===== config.mk =====
export PLATFORM = sky130hd
export DESIGN_NAME = pipe_stage_buf
export DESIGN_NICKNAME = d
export VERILOG_FILES = /design/src/rtl/pipe_stage_pkg.sv /design/src/rtl/pipe_slice.sv /design/src/rtl/pipe_stage_buf.sv
export SDC_FILE = /design/constraint.sdc
export NUM_CORES = 1
export LEC_CHECK = 0
export BUFFER_PORTS_ARGS = -buffer_cell sky130_fd_sc_hd__buf_4
export CORE_MARGIN = 2
export CORE_UTILIZATION = 41
export DETAILED_ROUTE_END_ITERATION = 7
export PLACE_DENSITY = 0.85
export SLEW_MARGIN = 20
export SYNTH_ARGS = -nofsm -noshare
export SYNTH_HDL_FRONTEND = slang
export SYNTH_SLANG_ARGS = --single-unit

===== constraint.sdc =====
create_clock -name clk -period 2.2 [get_ports clk]
set_input_delay 0.44 -clock clk [delete_from_list [all_inputs] [get_ports clk]]
set_output_delay 0.44 -clock clk [all_outputs]
set_load 0.005 [all_outputs]

===== src/rtl/pipe_stage_pkg.sv =====
// ---------------------------------------------------------------------------
// pipe_stage_pkg
//
// Shared definitions for the pipeline-boundary buffer (pipe_stage_buf) and
// its per-slice controller (pipe_slice).
//
// Contents:
//   slice_state_e   per-slice occupancy state (EMPTY / FULL / SKID)
//   occ_w()         width of the occupancy counter for a given depth
//   PIPE_MEM_WB_W   payload width of the MEM/WB boundary (104 bits)
//   MEM_WB_*        LSB offsets and widths of each MEM/WB field
//   mem_wb_t        field view of the MEM/WB payload
//   pack_mem_wb()   producer-side packing of the MEM/WB fields
//   unpack_mem_wb() consumer-side unpacking of the MEM/WB fields
// ---------------------------------------------------------------------------
package pipe_stage_pkg;

    // SKID is only reachable when the skid register is built in.
    typedef enum logic [1:0] {
        EMPTY = 2'd0,
        FULL  = 2'd1,
        SKID  = 2'd2
    } slice_state_e;

    // Sized for the skid build (2*depth entries) so both builds share one
    // port width.
    function automatic int occ_w(input int depth);
        return $clog2(2 * depth + 1);
    endfunction

    localparam int PIPE_MEM_WB_W = 104;

    // MEM/WB layout, LSB first:
    // RegWrite | WDSel | data | aluout | rd | PC
    localparam int MEM_WB_REGWRITE_LSB = 0;
    localparam int MEM_WB_REGWRITE_W   = 1;
    localparam int MEM_WB_WDSEL_LSB    = 1;
    localparam int MEM_WB_WDSEL_W      = 2;
    localparam int MEM_WB_DATA_LSB     = 3;
    localparam int MEM_WB_DATA_W       = 32;
    localparam int MEM_WB_ALUOUT_LSB   = 35;
    localparam int MEM_WB_ALUOUT_W     = 32;
    localparam int MEM_WB_RD_LSB       = 67;
    localparam int MEM_WB_RD_W         = 5;
    localparam int MEM_WB_PC_LSB       = 72;
    localparam int MEM_WB_PC_W         = 32;

    typedef struct packed {
        logic [MEM_WB_PC_W-1:0]       pc;
        logic [MEM_WB_RD_W-1:0]       rd;
        logic [MEM_WB_ALUOUT_W-1:0]   aluout;
        logic [MEM_WB_DATA_W-1:0]     data;
        logic [MEM_WB_WDSEL_W-1:0]    wdsel;
        logic [MEM_WB_REGWRITE_W-1:0] regwrite;
    } mem_wb_t;

    function automatic logic [PIPE_MEM_WB_W-1:0] pack_mem_wb(
        input logic [MEM_WB_PC_W-1:0]       pc,
        input logic [MEM_WB_RD_W-1:0]       rd,
        input logic [MEM_WB_ALUOUT_W-1:0]   aluout,
        input logic [MEM_WB_DATA_W-1:0]     data,
        input logic [MEM_WB_WDSEL_W-1:0]    wdsel,
        input logic [MEM_WB_REGWRITE_W-1:0] regwrite
    );
        logic [PIPE_MEM_WB_W-1:0] p;
        p = '0;
        p[MEM_WB_PC_LSB       +: MEM_WB_PC_W]       = pc;
        p[MEM_WB_RD_LSB       +: MEM_WB_RD_W]       = rd;
        p[MEM_WB_ALUOUT_LSB   +: MEM_WB_ALUOUT_W]   = aluout;
        p[MEM_WB_DATA_LSB     +: MEM_WB_DATA_W]     = data;
        p[MEM_WB_WDSEL_LSB    +: MEM_WB_WDSEL_W]    = wdsel;
        p[MEM_WB_REGWRITE_LSB +: MEM_WB_REGWRITE_W] = regwrite;
        return p;
    endfunction

    function automatic mem_wb_t unpack_mem_wb(input logic [PIPE_MEM_WB_W-1:0] p);
        mem_wb_t f;
        f.pc       = p[MEM_WB_PC_LSB       +: MEM_WB_PC_W];
        f.rd       = p[MEM_WB_RD_LSB       +: MEM_WB_RD_W];
        f.aluout   = p[MEM_WB_ALUOUT_LSB   +: MEM_WB_ALUOUT_W];
        f.data     = p[MEM_WB_DATA_LSB     +: MEM_WB_DATA_W];
        f.wdsel    = p[MEM_WB_WDSEL_LSB    +: MEM_WB_WDSEL_W];
        f.regwrite = p[MEM_WB_REGWRITE_LSB +: MEM_WB_REGWRITE_W];
        return f;
    endfunction

endpackage


===== src/rtl/pipe_slice.sv =====
// ---------------------------------------------------------------------------
// pipe_slice
//
// One register slice of the pipeline-boundary buffer: a small FSM plus the
// main payload register (and, in the skid build, a skid register).
//
// Build option:
//   PIPE_STAGE_SKID_EN  defined   -> EMPTY/FULL/SKID, in_ready decoded from
//                                    state only (no path from out_ready)
//                       undefined -> EMPTY/FULL, in_ready passes out_ready
//                                    through combinationally
//
// Ports:
//   clk        rising-edge clock
//   reset      synchronous reset, active-low
//   flush      synchronous kill of the held entries
//   in_valid   upstream has payload
//   in_ready   slice accepts payload this cycle
//   in_data    upstream payload
//   out_valid  slice presents payload
//   out_ready  downstream accepts payload this cycle
//   out_data   presented payload (main register)
// ---------------------------------------------------------------------------
module pipe_slice
    import pipe_stage_pkg::*;
#(
    parameter int WIDTH = 104
) (
    input  logic             clk,
    input  logic             reset,
    input  logic             flush,
    input  logic             in_valid,
    output logic             in_ready,
    input  logic [WIDTH-1:0] in_data,
    output logic             out_valid,
    input  logic             out_ready,
    output logic [WIDTH-1:0] out_data
);

    slice_state_e     state;
    logic [WIDTH-1:0] main_q;
    logic             in_fire;

`ifdef PIPE_STAGE_SKID_EN
    logic [WIDTH-1:0] skid_q;

    // Pure decode of the state register, so ready never depends on the
    // downstream consumer in the same cycle.
    assign in_ready = (state != SKID);
`else
    // Without a skid register a full slice can only take new data when its
    // current entry leaves in the same cycle.
    assign in_ready = (state == EMPTY) || out_ready;
`endif

    assign in_fire   = in_valid && in_ready;
    assign out_valid = (state != EMPTY);
    assign out_data  = main_q;

    // The main register always holds the oldest entry; the skid register
    // only catches the one that arrives while the main entry is stalled.
    always_ff @(posedge clk) begin
        if (!reset) begin
            state  <= EMPTY;
            main_q <= '0;
`ifdef PIPE_STAGE_SKID_EN
            skid_q <= '0;
`endif
        end else if (flush) begin
            state <= EMPTY;
        end else begin
            case (state)
                EMPTY: begin
                    if (in_fire) begin
                        state  <= FULL;
                        main_q <= in_data;
                    end
                end
                FULL: begin
`ifdef PIPE_STAGE_SKID_EN
                    if (in_fire && !out_ready) begin
                        state  <= SKID;
                        skid_q <= in_data;
                    end else if (in_fire) begin
                        main_q <= in_data;
                    end else if (out_ready) begin
                        state <= EMPTY;
                    end
`else
                    if (in_fire) begin
                        main_q <= in_data;
                    end else if (out_ready) begin
                        state <= EMPTY;
                    end
`endif
                end
`ifdef PIPE_STAGE_SKID_EN
                SKID: begin
                    if (out_ready) begin
                        state  <= FULL;
                        main_q <= skid_q;
                    end
                end
`endif
                default: begin
                    state <= EMPTY;
                end
            endcase
        end
    end

endmodule


===== src/rtl/pipe_stage_buf.sv =====
// ---------------------------------------------------------------------------
// pipe_stage_buf
//
// Pipeline-boundary buffer: carries an opaque WIDTH-bit payload through DEPTH
// register slices with a valid/ready handshake, a synchronous flush and an
// occupancy count. Order is FIFO; nothing is lost or duplicated.
//
// Build option:
//   PIPE_STAGE_SKID_EN  defined   -> each slice has a skid register,
//                                    capacity 2*DEPTH, registered in_ready
//                       undefined -> capacity DEPTH, in_ready follows
//                                    out_ready combinationally
//
// Parameters:
//   WIDTH   payload bits (104 = MEM/WB packing, see pipe_stage_pkg)
//   DEPTH   register slices in series, >= 1
//
// Ports:
//   clk        rising-edge clock
//   reset      synchronous reset, active-low (0 = reset)
//   flush      synchronous kill of every buffered entry
//   in_valid   producer has payload
//   in_ready   buffer accepts payload this cycle
//   in_data    producer payload
//   out_valid  buffer presents payload
//   out_ready  consumer accepts payload this cycle
//   out_data   payload to consumer
//   occ        entries held, occ_w(DEPTH) bits
// ---------------------------------------------------------------------------
module pipe_stage_buf
    import pipe_stage_pkg::*;
#(
    parameter int WIDTH = 104,
    parameter int DEPTH = 1
) (
    input  logic                     clk,
    input  logic                     reset,
    input  logic                     flush,
    input  logic                     in_valid,
    output logic                     in_ready,
    input  logic [WIDTH-1:0]         in_data,
    output logic                     out_valid,
    input  logic                     out_ready,
    output logic [WIDTH-1:0]         out_data,
    output logic [occ_w(DEPTH)-1:0]  occ
);

    localparam int               OCC_W   = occ_w(DEPTH);
    localparam logic [OCC_W-1:0] OCC_ONE = OCC_W'(1);

    logic accept_en;
    logic in_fire;
    logic out_fire;

    // Nothing may enter while held in reset or during a flush cycle.
    assign accept_en = reset && !flush;

    // Each slice keeps its handshake signals inside its own generate scope,
    // so the ready chain is a series of distinct nets rather than one
    // self-referencing array.
    for (genvar k = 0; k < DEPTH; k++) begin : g_slice
        logic             up_valid;
        logic [WIDTH-1:0] up_data;
        logic             dn_ready;
        logic             s_in_ready;
        logic             s_out_valid;
        logic [WIDTH-1:0] s_out_data;

        if (k == 0) begin : g_head
            assign up_valid = in_valid && accept_en;
            assign up_data  = in_data;
        end else begin : g_body
            assign up_valid = g_slice[k-1].s_out_valid;
            assign up_data  = g_slice[k-1].s_out_data;
        end

        if (k == DEPTH - 1) begin : g_tail
            assign dn_ready = out_ready;
        end else begin : g_link
            assign dn_ready = g_slice[k+1].s_in_ready;
        end

        pipe_slice #(
            .WIDTH (WIDTH)
        ) u_slice (
            .clk       (clk),
            .reset     (reset),
            .flush     (flush),
            .in_valid  (up_valid),
            .in_ready  (s_in_ready),
            .in_data   (up_data),
            .out_valid (s_out_valid),
            .out_ready (dn_ready),
            .out_data  (s_out_data)
        );
    end

    assign in_ready  = g_slice[0].s_in_ready && accept_en;
    assign out_valid = g_slice[DEPTH-1].s_out_valid;
    assign out_data  = g_slice[DEPTH-1].s_out_data;

    assign in_fire  = in_valid && in_ready;
    assign out_fire = out_valid && out_ready;

    // Occupancy tracks the handshakes at the two ends; a simultaneous push
    // and pop leaves it unchanged.
    always_ff @(posedge clk) begin
        if (!reset || flush) begin
            occ <= '0;
        end else begin
            case ({in_fire, out_fire})
                2'b10:   occ <= occ + OCC_ONE;
                2'b01:   occ <= occ - OCC_ONE;
                default: occ <= occ;
            endcase
        end
    end

endmodule


Word-level counts from Yosys, hierarchy flattened:

Cells that the tools add are included.

* flip-flop bits (word level): 108
* input bits: 109

* $add $sub $neg: 2
* equality and inequality tests: 6
* multiplexer cells: 5
* bitwise logic cells: 2
* reductions and logical operators: 17

Operator list (number)
* one-hot mux 2 bit (2 select lines): 2
* logical AND 1 bit: 6
* two-way mux 2 bit: 3
* AND reduction 3 bit: 2
* == test 2 x 1 -> 1 bit, second input constant: 2
* != test 2 bit, second input constant: 2
* nonzero test 2 bit: 2
* OR reduction 2 bit: 2
* adder 2 x 1 -> 2 bit, second input constant: 1
* == test 2 bit, second input constant: 1
* logical NOT 1 bit: 2
* logical NOT 2 bit: 1
* logical OR 1 bit: 2
* != test 2 x 1 -> 1 bit, second input constant: 1
* inverter 1 bit: 2
* subtractor 2 x 1 -> 2 bit, second input constant: 1

Longest topological paths before layout:

* depth after elaboration: 6
* mapped depth: 12
* depth with buffers taken out: 7

By module:

From an unflattened synthesis, not the netlist that was laid out.

* cell total of the unflattened synthesis: 472
* area total of the unflattened synthesis: 4332.9 µm²

Modules (own cells, without submodules)
* pipe_slice: times used 1, cells each 457, area an instance 4206.5 µm²
* pipe_stage_buf: times used 1, cells each 15, area an instance 126.4 µm²

Worst setup path after synthesis:

No wires, ideal clock.

* kind: input-to-reg
* start: in reset
* end: reg occ[1]
* arrival time: 2149 ps
* setup slack: -19 ps
* cell stages on the path: 11
* cell sequence: buf_2 > nor2b_4 > buf_6 > and3_1 > buf_4 > buf_6 > buf_6 > inv_2 > ha_1 > or3_1 > a21oi_1

* word-level cells in the longest chain between the ends: 5

RTL lines
* from (decl): RTL line pipe_stage_buf.sv:37 `input logic reset,`
* logical AND 1 bit: RTL line pipe_stage_buf.sv:56 `assign accept_en = reset && !flush;`
* logical AND 1 bit: RTL line pipe_stage_buf.sv:98 `assign in_ready = g_slice[0].s_in_ready && accept_en;`
* logical AND 1 bit: RTL line pipe_stage_buf.sv:102 `assign in_fire = in_valid && in_ready;`
* == test 2 x 1 -> 1 bit or == test 2 bit (tied branches): RTL line pipe_stage_buf.sv:111 `case ({in_fire, out_fire})`
* one-hot mux 2 bit (2 select lines) or nonzero test 2 bit (tied branches)
* to (signal assigned): RTL line pipe_stage_buf.sv:112 `2'b10: occ <= occ + OCC_ONE;`
* to (signal assigned): RTL line pipe_stage_buf.sv:113 `2'b01: occ <= occ - OCC_ONE;`
* to (decl): RTL line pipe_stage_buf.sv:45 `output logic [occ_w(DEPTH)-1:0] occ`

Several ways; a longest one is shown, not always the timed one.
A chain may end at the register's enable or synchronous reset.

Final worst setup path:

* start: reg g_slice[0].u_slice.state[0]
* end: out in_ready

* word-level cells in the longest chain between the ends: 3

RTL lines
* from (decl): RTL line pipe_slice.sv:40 `slice_state_e state;`
* from (signal assigned): RTL line pipe_slice.sv:64 `state <= EMPTY;`
* from (signal assigned): RTL line pipe_slice.sv:70 `state <= EMPTY;`
* from (signal assigned): RTL line pipe_slice.sv:75 `state <= FULL;`
* logical NOT 2 bit: RTL line pipe_slice.sv:53 `assign in_ready = (state == EMPTY) || out_ready;`
* logical OR 1 bit: RTL line pipe_slice.sv:53
* logical AND 1 bit: RTL line pipe_stage_buf.sv:98
* to (decl): RTL line pipe_stage_buf.sv:40 `output logic in_ready,`

No other way between the ends.

==> results.md <==
* Status: complete, no violations
* Clk sinks at 107
* Worst Hold Class: in -> reg
* Final core occ at 59.39%
* Top post-synthesis cells by area: dfxtp_1 (50%), nand4_1 (15%), o21ai_2 (10%)
* Slowest Stage Delay on Critical Path at 0.36 ns
* Post-CTS resize count at 0
* Via count at between 4000 and 5000
* Gr usage total at 21.89%
* Worst r2r src: g_slice[0].u_slice.state[0]
* Area fraction in compound gates after synthesis at around 17%
* Clk slew on worst S/H paths at 0.11 ns
* Post-synth EDFFs at 0
* Synth Area in Simple Gates at 25.56%
* Xor/xnor cell area share of the yosys netlist at 0.4085%
* Global-route wire length before repair at between 20 and 25 mm
* Max-slew headroom at 29.84%
* # hold bufs at CTS at 0
* Critical path origin: g_slice[0].u_slice.state[0]
* Crit-path max FO at 38
* Worst path top cell family by delay: buffers and inverters
* Finished Cell Area at 6076 sq um
* Reg2Reg Depth at 7
* Post CTS Setup Buffer Count at 0
* Post-synth cell types at 21
* Post-Synth Adder-Cell Area at 0.2918%
* WS Path Type: reg -> out
* Die Span X at 106.3 um
* DR vias/cell at 5.465
* Initial core utilization at 41.91%
* Largest family of logic cells by synthesized area: simple AND/OR/NAND/NOR gates
* Antenna cells at 0
* Worst slew pin tran at 1.052 ns
* Final non-filler cell total at 810
* Slowest CP cell: dfxtp_1
* Hold WS at roughly 0.31 ns
* Crit-path cells: nand2b_4 -> buf_4 -> and2_1 -> buf_4
* Critical path buffers and inverters at 2
* CP endpoint kind: primary output
* Final Power at 3.860 mW
* Cells after DPL at 794
* CP endpoint: in_ready
* Longest Clk Path Bufs at 2
* Placer congestion estimate at 0.7707
* Port Buffer Count at 216
* CP most frequent cell: buf_4
* Worst path required time at 1.76 ns
* Die area at around 11000 sq um
* Dpl ws at roughly 0.4 ns
* Synth Register Bits at 107
* Syn Inst Count at 495
* Final setup violation count at 0
* Routed wire per std cell at 15.98 um
* Syn nets at 605
* Post-synthesis sequential area ratio at 49.96%
* Capture point of the worst reg-to-reg path: occ[1]
* Yosys top cell area share at approximately half
* Fin crit share at 86.15%
* Max-slew violations at 0
* Leak at 2.593 nW
* Post-DP HPWL at 8.625 mm
* PwrDens at 635.3 nW/um^2
* Crit start category: flop
* DR pass1 iterations at 5
* Filler cells at 896
* H-tree depth at 3
* Ports at approximately 220
* Top FF cell, synth: dfxtp_1
* Nets at 779
* Post-synthesis mux area share at 0%
* Area leader, netlist: dfxtp_1
* DRC viols at 0
* Final min period at 1.895 ns
* Synth async-reset ratio at 0%
* ANT nets after route at 0
* Fmax at 0.5276 GHz
* Clk_skew at between 0.01 and 0.015 ns
* Synth warn at 0
* Clock root buffer: clkbuf_8
* Largest net degree at the start of global routing at 106
* Initial antenna violation count at 0
* Worst EP arrival at between 1 and 1.5 ns
* CTS tree: yes
* Setup TNS at 0 ns
* Crit. path cell count at 4
* Die boundary height at 106.3 um
* Site row count at 37
* Wirelength, routed at 12.94 mm
* CTS buffer count at 9
* Avg Cell Area, Syn at 8.662 sq um
* PnR worst setup slack at 0.3048 ns
* Share of cells above drive strength 1 at 43.47%
* Mapped cell area at 4288 sq um
* Clk_lat worst skew at 0.35 ns
* Vias in the first global route at 4132
* Max-cap viol count at 0
* CORE AREA at just over 10000 sq um
* DRT iter0 DRCs at between 300 and 400
* Unrepaired setup endpoints after global routing: false
* Grt total ovfl at 0
* Placed instance area at 5889 sq um
* Final Hold Viols at 0
* FF-to-FF setup slack at around 0.67 ns
* Syn-to-layout area delta at 41.70%
* Peak supply drop at 0.2908 mV
## layout by cell type, fill, tap and decap left out, drive strengths merged, types with 2 or more instances in the layout
| master | count |
|---|---|
| buf | 223 |
| dfxtp | 107 |
| o21ai | 105 |
| nand2 | 104 |
| nand4 | 104 |
| clkbuf | 11 |
| inv | 4 |
| and2 | 2 |
| a21oi | 2 |
| clkinv | 2 |
| nand2b | 2 |
## worst min-delay path: stages
cell	delay [ns]
buf_4	0.07
nand4_1	0.06
o21ai_1	0.07
## registers in the layout, indices dropped and copies added (netlist names)
name                      count
g_slice.u_slice.out_data    104
g_slice.u_slice.state         1
occ                           2
## area by class of cell
cell class	count	area, sq um	area share [%]
tap	136	170.2	2.801
clock inverter	5	45.04	0.7414
clock buffer	11	141.4	2.327
timing repair buffer	223	1699	27.97
inverter	2	7.507	0.1236
sequential	107	2142	35.26
multi-input combinational	326	1871	30.79
## power by group
group / internal [mW] / switching (mW)
clock network: 0.461 / 0.685
logic: 0.324 / 0.287
registers: 2.04 / 0.0603
total: 2.83 / 1.03
## logic make-up (layout without fill, tap and decap cells)
logic type | count (synthesis) | after routing
and+or+nand+nor | 216 | 216
AOI/OAI and AO/OA | 107 | 107
DFF | 107 | 107
buffers and inverters | 62 | 241
xor gates and xnor gates | 2 | 2
adders and majority gates | 1 | 1
## per-layer routing
metal	GRT usage (%)	wire length [um]	vias to the layer above
met4	9.586	303	0
met3	5.150	988	22
li1	-	-	2113
met2	35.30	6382	205
met1	27.91	5267	2087
met5	0	0	-
## Yosys cell counts (2+ instances only)
cell type,n
dfxtp_1,107
inv_2,2
buf_2,9
nand2b_1,2
o21ai_2,49
and2_1,2
buf_6,7
nand4_1,104
nand2_1,104
o21ai_1,55
clkbuf_1,43
a21oi_1,2
## worst min path at each step
stage                                          from                              end  slack (ns)  cells after the start
floorplan            g_slice[0].u_slice.out_data[0]   g_slice[0].u_slice.out_data[0]        0.44                      2
CTS                                     in_data[93]  g_slice[0].u_slice.out_data[93]        0.29                      3
global placement     g_slice[0].u_slice.out_data[4]   g_slice[0].u_slice.out_data[4]        0.44                      2
detailed placement  g_slice[0].u_slice.out_data[15]  g_slice[0].u_slice.out_data[15]        0.44                      2
finish                                  in_data[93]  g_slice[0].u_slice.out_data[93]        0.31                      3
global route                            in_data[93]  g_slice[0].u_slice.out_data[93]        0.28                      3
Power figures use the tool's default switching activity.
